$ cat src/rtl/mmcm_drp_seq_if.sv
// Request-stream and DRP bus bundle between the TRNG clock controller,
// the sequencer and the MMCM primitive.
interface mmcm_drp_seq_if;
  localparam int unsigned ADDR_W = 7;
  localparam int unsigned DATA_W = 16;

  logic              req_valid;
  logic              req_ready;
  logic [ADDR_W-1:0] req_addr;
  logic [DATA_W-1:0] req_data;
  logic [DATA_W-1:0] req_mask;
  logic              req_last;

  logic              den;
  logic              dwe;
  logic [ADDR_W-1:0] daddr;
  logic [DATA_W-1:0] di;
  logic [DATA_W-1:0] drp_do;
  logic              drdy;

  // Sequencer side
  modport master (
    input  req_valid, req_addr, req_data, req_mask, req_last, drp_do, drdy,
    output req_ready, den, dwe, daddr, di
  );

  // Requester / MMCM side
  modport slave (
    output req_valid, req_addr, req_data, req_mask, req_last, drp_do, drdy,
    input  req_ready, den, dwe, daddr, di
  );
endinterface

$ cat src/rtl/mmcm_drp_seq.sv
// MMCM reconfiguration sequencer: masked DRP read-modify-write of a list of
// registers with the MMCM held in reset, then a timed wait for lock.
module mmcm_drp_seq #(
  parameter int unsigned RST_CYCLES   = 16,
  parameter int unsigned DRDY_TIMEOUT = 64,
  parameter int unsigned LOCK_TIMEOUT = 100000
) (
  input  logic           clk,
  input  logic           rst,
  mmcm_drp_seq_if.master bus,
  output logic           mmcm_rst,
  input  logic           locked,
  output logic           busy,
  output logic           done,
  output logic           err,
  output logic           clk_ok
);
  localparam int unsigned ADDR_W = 7;
  localparam int unsigned DATA_W = 16;
  localparam int unsigned CNT_W  = 20;

  localparam logic [2:0] S_IDLE      = 3'd0;
  localparam logic [2:0] S_HOLD      = 3'd1;
  localparam logic [2:0] S_RD        = 3'd2;
  localparam logic [2:0] S_RD_WAIT   = 3'd3;
  localparam logic [2:0] S_WR        = 3'd4;
  localparam logic [2:0] S_WR_WAIT   = 3'd5;
  localparam logic [2:0] S_NEXT      = 3'd6;
  localparam logic [2:0] S_LOCK_WAIT = 3'd7;

  logic [2:0]        state, state_d;
  logic [CNT_W-1:0]  cnt, cnt_d;
  logic [ADDR_W-1:0] addr, addr_d;
  logic [DATA_W-1:0] data, data_d;
  logic [DATA_W-1:0] mask, mask_d;
  logic [DATA_W-1:0] di, di_d;
  logic              last, last_d;
  logic              req_ready, req_ready_d;
  logic              den, den_d;
  logic              dwe, dwe_d;
  logic              mmcm_rst_d, busy_d, done_d, err_d, clk_ok_d;
  logic [1:0]        lk_sync;
  logic              lk;
  logic              accept;
  logic              cnt_expired;
  logic [DATA_W-1:0] merged;

  assign lk          = lk_sync[1];
  assign accept      = bus.req_valid && req_ready;
  assign cnt_expired = (cnt <= CNT_W'(1));
  assign merged      = (bus.drp_do & mask) | (data & ~mask);

  assign bus.req_ready = req_ready;
  assign bus.den       = den;
  assign bus.dwe       = dwe;
  assign bus.daddr     = addr;
  assign bus.di        = di;

  // Next-state and next-output logic
  always_comb begin
    state_d    = state;
    cnt_d      = cnt;
    addr_d     = addr;
    data_d     = data;
    mask_d     = mask;
    last_d     = last;
    di_d       = di;
    den_d      = 1'b0;
    dwe_d      = 1'b0;
    mmcm_rst_d = mmcm_rst;
    busy_d     = busy;
    done_d     = 1'b0;
    err_d      = err;

    // req_ready is only high in IDLE/NEXT, so accept implies one of them
    if (accept) begin
      addr_d = bus.req_addr;
      data_d = bus.req_data;
      mask_d = bus.req_mask;
      last_d = bus.req_last;
    end

    unique case (state)
      S_IDLE: begin
        if (accept) begin
          err_d      = 1'b0;
          mmcm_rst_d = 1'b1;
          busy_d     = 1'b1;
          cnt_d      = CNT_W'(RST_CYCLES);
          state_d    = S_HOLD;
        end else if (clk_ok && !lk) begin
          err_d = 1'b1;
        end
      end
      S_HOLD: begin
        if (cnt == '0) begin
          den_d   = 1'b1;
          state_d = S_RD;
        end else begin
          cnt_d = cnt - CNT_W'(1);
        end
      end
      S_RD: begin
        cnt_d   = CNT_W'(DRDY_TIMEOUT);
        state_d = S_RD_WAIT;
      end
      S_RD_WAIT: begin
        if (bus.drdy) begin
          di_d    = merged;
          den_d   = 1'b1;
          dwe_d   = 1'b1;
          state_d = S_WR;
        end else if (cnt_expired) begin
          err_d      = 1'b1;
          mmcm_rst_d = 1'b0;
          busy_d     = 1'b0;
          state_d    = S_IDLE;
        end else begin
          cnt_d = cnt - CNT_W'(1);
        end
      end
      S_WR: begin
        cnt_d   = CNT_W'(DRDY_TIMEOUT);
        state_d = S_WR_WAIT;
      end
      S_WR_WAIT: begin
        if (bus.drdy) begin
          if (last) begin
            mmcm_rst_d = 1'b0;
            cnt_d      = CNT_W'(LOCK_TIMEOUT);
            state_d    = S_LOCK_WAIT;
          end else begin
            state_d = S_NEXT;
          end
        end else if (cnt_expired) begin
          err_d      = 1'b1;
          mmcm_rst_d = 1'b0;
          busy_d     = 1'b0;
          state_d    = S_IDLE;
        end else begin
          cnt_d = cnt - CNT_W'(1);
        end
      end
      S_NEXT: begin
        if (accept) begin
          den_d   = 1'b1;
          state_d = S_RD;
        end
      end
      S_LOCK_WAIT: begin
        if (lk) begin
          done_d  = 1'b1;
          busy_d  = 1'b0;
          state_d = S_IDLE;
        end else if (cnt_expired) begin
          err_d   = 1'b1;
          busy_d  = 1'b0;
          state_d = S_IDLE;
        end else begin
          cnt_d = cnt - CNT_W'(1);
        end
      end
      default: begin
        state_d = S_IDLE;
      end
    endcase

    req_ready_d = (state_d == S_IDLE) || (state_d == S_NEXT);
    clk_ok_d    = (state_d == S_IDLE) && lk && !err_d;
  end

  // State, datapath and output registers; LOCKED double-flopped into lk
  always_ff @(posedge clk) begin
    if (rst) begin
      state     <= S_IDLE;
      cnt       <= '0;
      addr      <= '0;
      data      <= '0;
      mask      <= '0;
      last      <= 1'b0;
      di        <= '0;
      req_ready <= 1'b0;
      den       <= 1'b0;
      dwe       <= 1'b0;
      mmcm_rst  <= 1'b0;
      busy      <= 1'b0;
      done      <= 1'b0;
      err       <= 1'b0;
      clk_ok    <= 1'b0;
      lk_sync   <= '0;
    end else begin
      state     <= state_d;
      cnt       <= cnt_d;
      addr      <= addr_d;
      data      <= data_d;
      mask      <= mask_d;
      last      <= last_d;
      di        <= di_d;
      req_ready <= req_ready_d;
      den       <= den_d;
      dwe       <= dwe_d;
      mmcm_rst  <= mmcm_rst_d;
      busy      <= busy_d;
      done      <= done_d;
      err       <= err_d;
      clk_ok    <= clk_ok_d;
      lk_sync   <= {lk_sync[0], locked};
    end
  end
endmodule

$ cat src/flat_wrapper.sv
// flat-port wrapper written by rule: the top's interface ports become plain ports
module mmcm_drp_seq_flat 
#(
  parameter int unsigned RST_CYCLES   = 16,
  parameter int unsigned DRDY_TIMEOUT = 64,
  parameter int unsigned LOCK_TIMEOUT = 100000
)
  (clk, rst, mmcm_rst, locked, busy, done, err, clk_ok, bus_req_valid, bus_req_addr, bus_req_data, bus_req_mask, bus_req_last, bus_drp_do, bus_drdy, bus_req_ready, bus_den, bus_dwe, bus_daddr, bus_di);
  mmcm_drp_seq_if bus_i ();
  input  logic clk;
  input  logic rst;
  output logic mmcm_rst;
  input  logic locked;
  output logic busy;
  output logic done;
  output logic err;
  output logic clk_ok;
  input wire logic [$bits(bus_i.req_valid)-1:0] bus_req_valid;
  input wire logic [$bits(bus_i.req_addr)-1:0] bus_req_addr;
  input wire logic [$bits(bus_i.req_data)-1:0] bus_req_data;
  input wire logic [$bits(bus_i.req_mask)-1:0] bus_req_mask;
  input wire logic [$bits(bus_i.req_last)-1:0] bus_req_last;
  input wire logic [$bits(bus_i.drp_do)-1:0] bus_drp_do;
  input wire logic [$bits(bus_i.drdy)-1:0] bus_drdy;
  output wire logic [$bits(bus_i.req_ready)-1:0] bus_req_ready;
  output wire logic [$bits(bus_i.den)-1:0] bus_den;
  output wire logic [$bits(bus_i.dwe)-1:0] bus_dwe;
  output wire logic [$bits(bus_i.daddr)-1:0] bus_daddr;
  output wire logic [$bits(bus_i.di)-1:0] bus_di;
  assign bus_i.req_valid = bus_req_valid;
  assign bus_i.req_addr = bus_req_addr;
  assign bus_i.req_data = bus_req_data;
  assign bus_i.req_mask = bus_req_mask;
  assign bus_i.req_last = bus_req_last;
  assign bus_i.drp_do = bus_drp_do;
  assign bus_i.drdy = bus_drdy;
  assign bus_req_ready = bus_i.req_ready;
  assign bus_den = bus_i.den;
  assign bus_dwe = bus_i.dwe;
  assign bus_daddr = bus_i.daddr;
  assign bus_di = bus_i.di;
  mmcm_drp_seq #(.RST_CYCLES(RST_CYCLES), .DRDY_TIMEOUT(DRDY_TIMEOUT), .LOCK_TIMEOUT(LOCK_TIMEOUT)) u_core (.clk(clk), .rst(rst), .bus(bus_i), .mmcm_rst(mmcm_rst), .locked(locked), .busy(busy), .done(done), .err(err), .clk_ok(clk_ok));
endmodule
$ cat config.mk
export PLATFORM = sky130hd
export DESIGN_NAME = mmcm_drp_seq_flat
export DESIGN_NICKNAME = d
export VERILOG_FILES = /design/src/rtl/mmcm_drp_seq_if.sv /design/src/rtl/mmcm_drp_seq.sv /design/src/flat_wrapper.sv
export SDC_FILE = /design/constraint.sdc
export NUM_CORES = 1
export LEC_CHECK = 0
export CAP_MARGIN = 20
export CORE_ASPECT_RATIO = 0.5
export CORE_UTILIZATION = 40
export DETAILED_ROUTE_END_ITERATION = 7
export GPL_ROUTABILITY_DRIVEN = 0
export PLACE_DENSITY = 0.7
export SYNTH_ARGS = -nofsm -noshare
export SYNTH_HDL_FRONTEND = slang
export SYNTH_SLANG_ARGS = --single-unit
export TNS_END_PERCENT = 5
$ cat constraint.sdc
create_clock -name clk -period 3.7 [get_ports clk]
set_clock_uncertainty 0.2 [all_clocks]
set_input_delay 0.37 -clock clk [delete_from_list [all_inputs] [get_ports clk]]
set_output_delay 0.37 -clock clk [all_outputs]
set_load 0.005 [all_outputs]
; ---- Yosys cells after proc, flatten, opt, wreduce, memory -nomap -nowiden
; Index checks and enable logic that the tools add are counted.
[totals]
register_bits = 89
inputBits = 61
out_inout_bits = 31
word_cells = 97
[op_classes]
addsub = 1
magnitude_cmp = 1
n_eq_ne = 14
mux = 38
n_bitwise = 6
n_reduce_logical = 21
[ops]
columns = op, n
row1 = 20-bit 2-to-1 mux, 7
row2 = 20-bit one-hot mux with 6 select lines, 1
row3 = 16-bit bitwise AND, 2
row4 = 3-bit one-hot mux with 8 select lines, 1
row5 = 3-bit 2-to-1 mux, 7
row6 = "20-bit by 1-bit less-or-equal comparator with 1-bit output, second input constant", 1
row7 = 20-bit zero test, 1
row8 = "20-bit by 1-bit subtractor with 20-bit output, second input constant", 1
row9 = 1-bit 2-to-1 mux, 18
row10 = 16-bit NOT, 1
row11 = 16-bit bitwise OR, 1
row12 = "3-bit == test, second input constant", 5
row13 = 1-bit one-hot mux with 3 select lines, 4
row14 = "2-bit != test, second input constant", 4
row15 = 2-bit OR reduction, 4
row16 = "3-bit by 2-bit == test with 1-bit output, second input constant", 2
row17 = 3-bit zero test, 2
row18 = 6-bit AND reduction, 1
row19 = 3-bit nonzero test, 2
row20 = 6-bit nonzero test, 1
row21 = 1-bit logical AND, 4
row22 = 4-bit AND reduction, 1
row23 = "3-bit by 1-bit == test with 1-bit output, second input constant", 1
row24 = "3-bit by 2-bit != test with 1-bit output, second input constant", 1
row25 = other kinds (6), 8

; ---- Longest topological paths before layout
[logic_depth]
word_depth = 7
ltp_mapped = 9
depth_no_buf = 8

; ---- Worst setup path before layout
; OpenSTA, ideal clock, no wires.
[synth_path]
kind = reg-to-reg
start = register u_core.cnt[12]
end = register u_core.cnt[11]
setup_ps = 133
arrival_ps = 2182
required_ps = 3367
path_slack_ps = 1185
path_stages_with_launch = 8
n_path_buf = 1
period_less_slack_ps = 2515
path_cell_list = dfxtp_1 -> or4_4 -> or2_4 -> or4_4 -> and2_4 -> buf_6 -> a41oi_1 -> nor3_1
[synth_via]
elab_chain_cells = 4
elab_cells_between_ends = 9
cone_classes = 1 x order compare / 1 x eq/ne / 5 x mux / 2 x reduce/logical
[synth_rtl]
columns = item, line
row1 = "start, declared", mmcm_drp_seq.sv:32  ; logic [CNT_W-1:0] cnt, cnt_d;
row2 = "start signal, assigned", mmcm_drp_seq.sv:193  ; cnt <= cnt_d;
row3 = 20-bit by 1-bit less-or-equal comparator with 1-bit output, mmcm_drp_seq.sv:50  ; assign cnt_expired = (cnt <= CNT_W'(1));
row4 = 20-bit 2-to-1 mux, -
row5 = "20-bit 2-to-1 mux, on equally long branches", -
row6 = 20-bit one-hot mux with 6 select lines, -
; Several ways; a longest one is shown, not always the timed one. The select of a mux whose other input is x is not followed.
; A chain may end at the register's enable or synchronous reset.

; ---- Worst setup path after layout
[layout_path]
start = register u_core.state[1]
end = register u_core.cnt[6]
[layout_via]
elab_chain_cells = 4
elab_cells_between_ends = 16
cone_classes = 11 x eq/ne / 1 x mux / 4 x reduce/logical
[layout_rtl]
columns = item, line
row1 = "start, declared", mmcm_drp_seq.sv:31  ; logic [2:0] state, state_d;
row2 = "start signal, assigned", mmcm_drp_seq.sv:192  ; state <= state_d;
row3 = 3-bit by 2-bit == test with 1-bit output / 3-bit == test (equally long branches), mmcm_drp_seq.sv:83  ; unique case (state)
row4 = 2-bit OR reduction (no line), -
row5 = 6-bit nonzero test (no line), -
row6 = 6-bit AND reduction (no line), -
; Several ways; a longest one is shown, not always the timed one.

==> insert_results.sql <==
INSERT INTO impl_metrics (metric_group, metric, value, unit) VALUES
('clock_tree', 'post_cts.resized_instances', '0', ''),
('power_and_ir_drop', 'peakVddDrop', '0.406', 'mV'),
('power_and_ir_drop', 'p_per_area', '738', 'mW/mm2'),
('timing', 'final.setup.tns', '0', 'ns'),
('floorplan', 'initial_utilization', '41.3', '%'),
('floorplan', 'rows', '25', ''),
('worst_setup_path', 'critical_path.startpoint_type', 'register', ''),
('floorplan', 'floorplan.die_area', '0.0102', 'mm2'),
('clock_tree', 'holdBufCountCts', '0', ''),
('power_and_ir_drop', 'finalPower', '3.84', 'mW'),
('detailed_routing', 'detailedRoute.firstIterationViolations', '331', ''),
('detailed_routing', 'number_of_vias_in_the_routed_layout', '3669', ''),
('hold_path', 'min_delay_worst_endpoint', 'u_core.data[1]$_SDFFE_PP0P_', ''),
('hold_path', 'min_path_type', 'reg2reg', ''),
('detailed_routing', 'drt.antenna.violating_nets', '0', ''),
('yosys', 'syn_inst', '478', ''),
('run_status', 'outcome', 'finished clean', ''),
('timing', 'maxClockFrequency', '368', 'MHz'),
('yosys', 'synth_enable_flop_cells', '0', ''),
('cells_and_area', 'mostFrequentLayoutCell', 'sky130_fd_sc_hd__nand2_1', ''),
('grt', 'overflow', '0', ''),
('grt', 'initial_antenna_violation_count', '0', ''),
('worst_setup_path', 'cp_max_fo', '19', ''),
('power_and_ir_drop', 'p_leak', '1.81', 'nW'),
('timing', 'final-max-slew-violation-count', '0', ''),
('cells_and_area', 'post_layout_nonfiller_instances', '693', ''),
('timing', 'fin_crit_sh', '73.4', '%'),
('cells_and_area', 'p_r_area_growth_vs_syn', '33.4', '%'),
('clock_tree', 'clock-sinks', '89', ''),
('worst_setup_path', 'critical_path.reg2reg.endpoint', 'u_core.cnt[6]$_SDFFE_PP0P_', ''),
('timing', 'report.final.setup_viol', '0', ''),
('clock_tree', 'htreeDepth', '3', ''),
('detailed_routing', 'post_drt_via_cell_ratio', '5.29', ''),
('clock_tree', 'clock_path_buffers', '2', ''),
('grt', 'grt_pass1_wl', '16.3', 'mm'),
('clock_tree', 'tritoncts.num_buffers', '9', ''),
('clock_tree', 'tritoncts', 'yes', ''),
('job', 'drv.max_cap_violation_count', '0', ''),
('worst_setup_path', 'timing.setup.critical_path_class', 'reg2reg', ''),
('timing', 'final_critical_path_required_period', '2.71', 'ns'),
('yosys', 'number_of_flip_flops_and_latches_in_the_synthesized_netlist', '89', ''),
('worst_setup_path', 'cp_data_required_time', '3.75', 'ns'),
('floorplan', 'core_region_area', '0.00945', 'mm2'),
('cells_and_area', 'num_antenna_cells', '0', ''),
('placement', 'numPortBuffers', '91', ''),
('detailed_routing', 'wl_per_cell', '14.4', 'um'),
('yosys', 'synthFlopType', 'sky130_fd_sc_hd__dfxtp_1', ''),
('yosys', 'netlist-cell-type-count', '55', ''),
('worst_setup_path', 'critical_path.endpoint_type', 'register', ''),
('cells_and_area', 'final_layout_size_suffix_gt1_share', '6.09', '%'),
('timing', 'unrepaired_setup_endpoints_after_global_routing', 'no', ''),
('yosys', 'synth_warnings', '0', ''),
('placement', 'dpl.cell_count', '677', ''),
('yosys', 'ys_async_sr_fraction', '0', '%'),
('hold_path', 'hold_depth', '2', ''),
('clock_tree', 'cts_setup_buffers', '0', ''),
('detailed_routing', 'route.detailed.drc', '0', ''),
('grt', 'grt.total_usage', '20.5', '%'),
('yosys', 'mappedNetlistArea', '0.00390', 'mm2'),
('worst_setup_path', 'reg2reg_slack', '0.99', 'ns'),
('yosys', 'synthesized_net_count', '541', ''),
('worst_setup_path', 'cp_cell_sequence', 'and3b_1 -> a31oi_1 -> and2_1 -> nand3_1 -> or4_1 -> a311oi_1', ''),
('timing', 'max_slew_margin', '44.0', '%'),
('yosys', 'ys_seq_area_share', '45.6', '%'),
('grt', 'largest_net_degree_at_the_start_of_global_routing', '45', ''),
('worst_setup_path', 'critPathArrivalTime', '2.76', 'ns'),
('worst_setup_path', 'ff2ff_path_depth', '6', ''),
('cells_and_area', 'most-common-layout-cells', 'sky130_fd_sc_hd__nand2_1, sky130_fd_sc_hd__clkdlybuf4s50_1, sky130_fd_sc_hd__dfxtp_1', ''),
('clock_tree', 'worstSkewPairLatency', '0.34', 'ns'),
('clock_tree', 'cts-root-buf', 'sky130_fd_sc_hd__clkbuf_16', ''),
('cells_and_area', 'post_layout_util', '55.1', '%');
-- synthesized netlist by cell type, types with 2 or more instances --
cell type	instances	share of area [%]
sky130_fd_sc_hd__nand3_1	8	1.0
sky130_fd_sc_hd__a311oi_1	5	1.1
sky130_fd_sc_hd__ha_1	2	0.64
sky130_fd_sc_hd__a31oi_1	11	1.8
sky130_fd_sc_hd__nand2b_1	3	0.48
sky130_fd_sc_hd__and3_1	2	0.32
sky130_fd_sc_hd__nand2_1	97	9.3
sky130_fd_sc_hd__nor2b_1	3	0.48
sky130_fd_sc_hd__inv_1	9	0.87
sky130_fd_sc_hd__o21ai_0	6	0.77
sky130_fd_sc_hd__or4_1	4	0.77
sky130_fd_sc_hd__o22ai_1	5	0.80
sky130_fd_sc_hd__nor4_1	4	0.64
sky130_fd_sc_hd__dfxtp_1	89	46
sky130_fd_sc_hd__a21o_1	2	0.38
sky130_fd_sc_hd__and2_1	3	0.48
sky130_fd_sc_hd__nand4_1	3	0.48
sky130_fd_sc_hd__a41oi_1	2	0.45
sky130_fd_sc_hd__nor2_1	41	3.9
sky130_fd_sc_hd__o41ai_1	2	0.45
sky130_fd_sc_hd__or3_1	6	0.96
sky130_fd_sc_hd__a21oi_1	57	7.3
sky130_fd_sc_hd__buf_2	2	0.26
sky130_fd_sc_hd__o2bb2ai_1	4	0.90
sky130_fd_sc_hd__or3_2	2	0.38
sky130_fd_sc_hd__mux2i_1	17	4.4
sky130_fd_sc_hd__or4_4	2	0.58
sky130_fd_sc_hd__xor2_1	2	0.45
sky130_fd_sc_hd__o31ai_1	4	0.77
sky130_fd_sc_hd__a211oi_1	16	3.1
sky130_fd_sc_hd__nor3_1	15	1.9
sky130_fd_sc_hd__clkbuf_1	27	2.6
-- logic make-up (layout without fill, tap and decap cells) --
family                     after synthesis  count (layout)  share of synthesized area [%]
AOI/OAI and AO/OA                      125             125                           20.6
xor gates and xnor gates                 3               3                          0.673
adders and majority gates                3               3                          0.897
buffers and inverters                   40             120                           4.10
DFF                                     89              89                           45.6
muxes                                   17              17                           4.36
and+or+nand+nor                        201             201                           23.7
-- final cells by class --
cell class,count,area [um2]
tap,135,169
clock buffer,9,225
clock inverter,7,101
timing repair buffer,95,936
sequential,89,1780
multi-input combinational,349,1960
fill,906,4240
inverter,9,33.8
-- how the worst max path moves through the flow --
stage	to	cells past startpoint	from
floorplan	u_core.cnt[11]$_SDFFE_PP0P_	7	u_core.cnt[12]$_SDFFE_PP0P_
global placement	u_core.cnt[6]$_SDFFE_PP0P_	7	bus_drdy
detailed placement	u_core.cnt[6]$_SDFFE_PP0P_	7	bus_drdy
CTS	u_core.cnt[6]$_SDFFE_PP0P_	8	u_core.cnt[0]$_SDFFE_PP0P_
global route	u_core.cnt[6]$_SDFFE_PP0P_	8	u_core.cnt[0]$_SDFFE_PP0P_
finish	u_core.cnt[6]$_SDFFE_PP0P_	6	u_core.state[1]$_SDFF_PP0_
-- per-stage QoR --
stage	hold WS, ns	worst slack [ns]	cell area, um2
final	0.255	0.985	5210
after global routing	0.273	0.754	5210
after CTS	0.257	1.03	5210
after detailed placement	0.243	0.938	4880
after global placement	0.219	0.979	4880
after floorplan	0.214	1.18	3900
-- per-layer routing --
| layer | part of all wire, % | up-vias | wire length, um | track usage, % |
|---|---|---|---|---|
| met5 | 0 | - | 0 | 0 |
| li1 | - | 1851 | - | - |
| met4 | 1.9 | 0 | 185 | 7.77 |
| met2 | 48 | 123 | 4760 | 33.9 |
| met1 | 43 | 1677 | 4320 | 25.4 |
| met3 | 7.2 | 18 | 714 | 6.08 |
-- flip-flops by register name, summed over array words and instances (netlist names), 2 cells and up --
register          count
u_core.cnt           20
u_core.bus.di        16
u_core.data          16
u_core.mask          16
u_core.bus.daddr      7
u_core.state          3
u_core.lk_sync        2
-- worst max-delay path, delay by kind of cell, from the launching register on --
kind	cells	cell delay, ns
AOI/OAI and AO/OA	2	0.49
and+or+nand+nor	4	1.22
DFF	1	0.71
-- power breakdown --
part	internal [mW]	switching (mW)
combinational	0.644	0.955
sequential	1.10	0.146
clock	0.601	0.396
total	2.35	1.50
(Power assumes the default switching activity.)
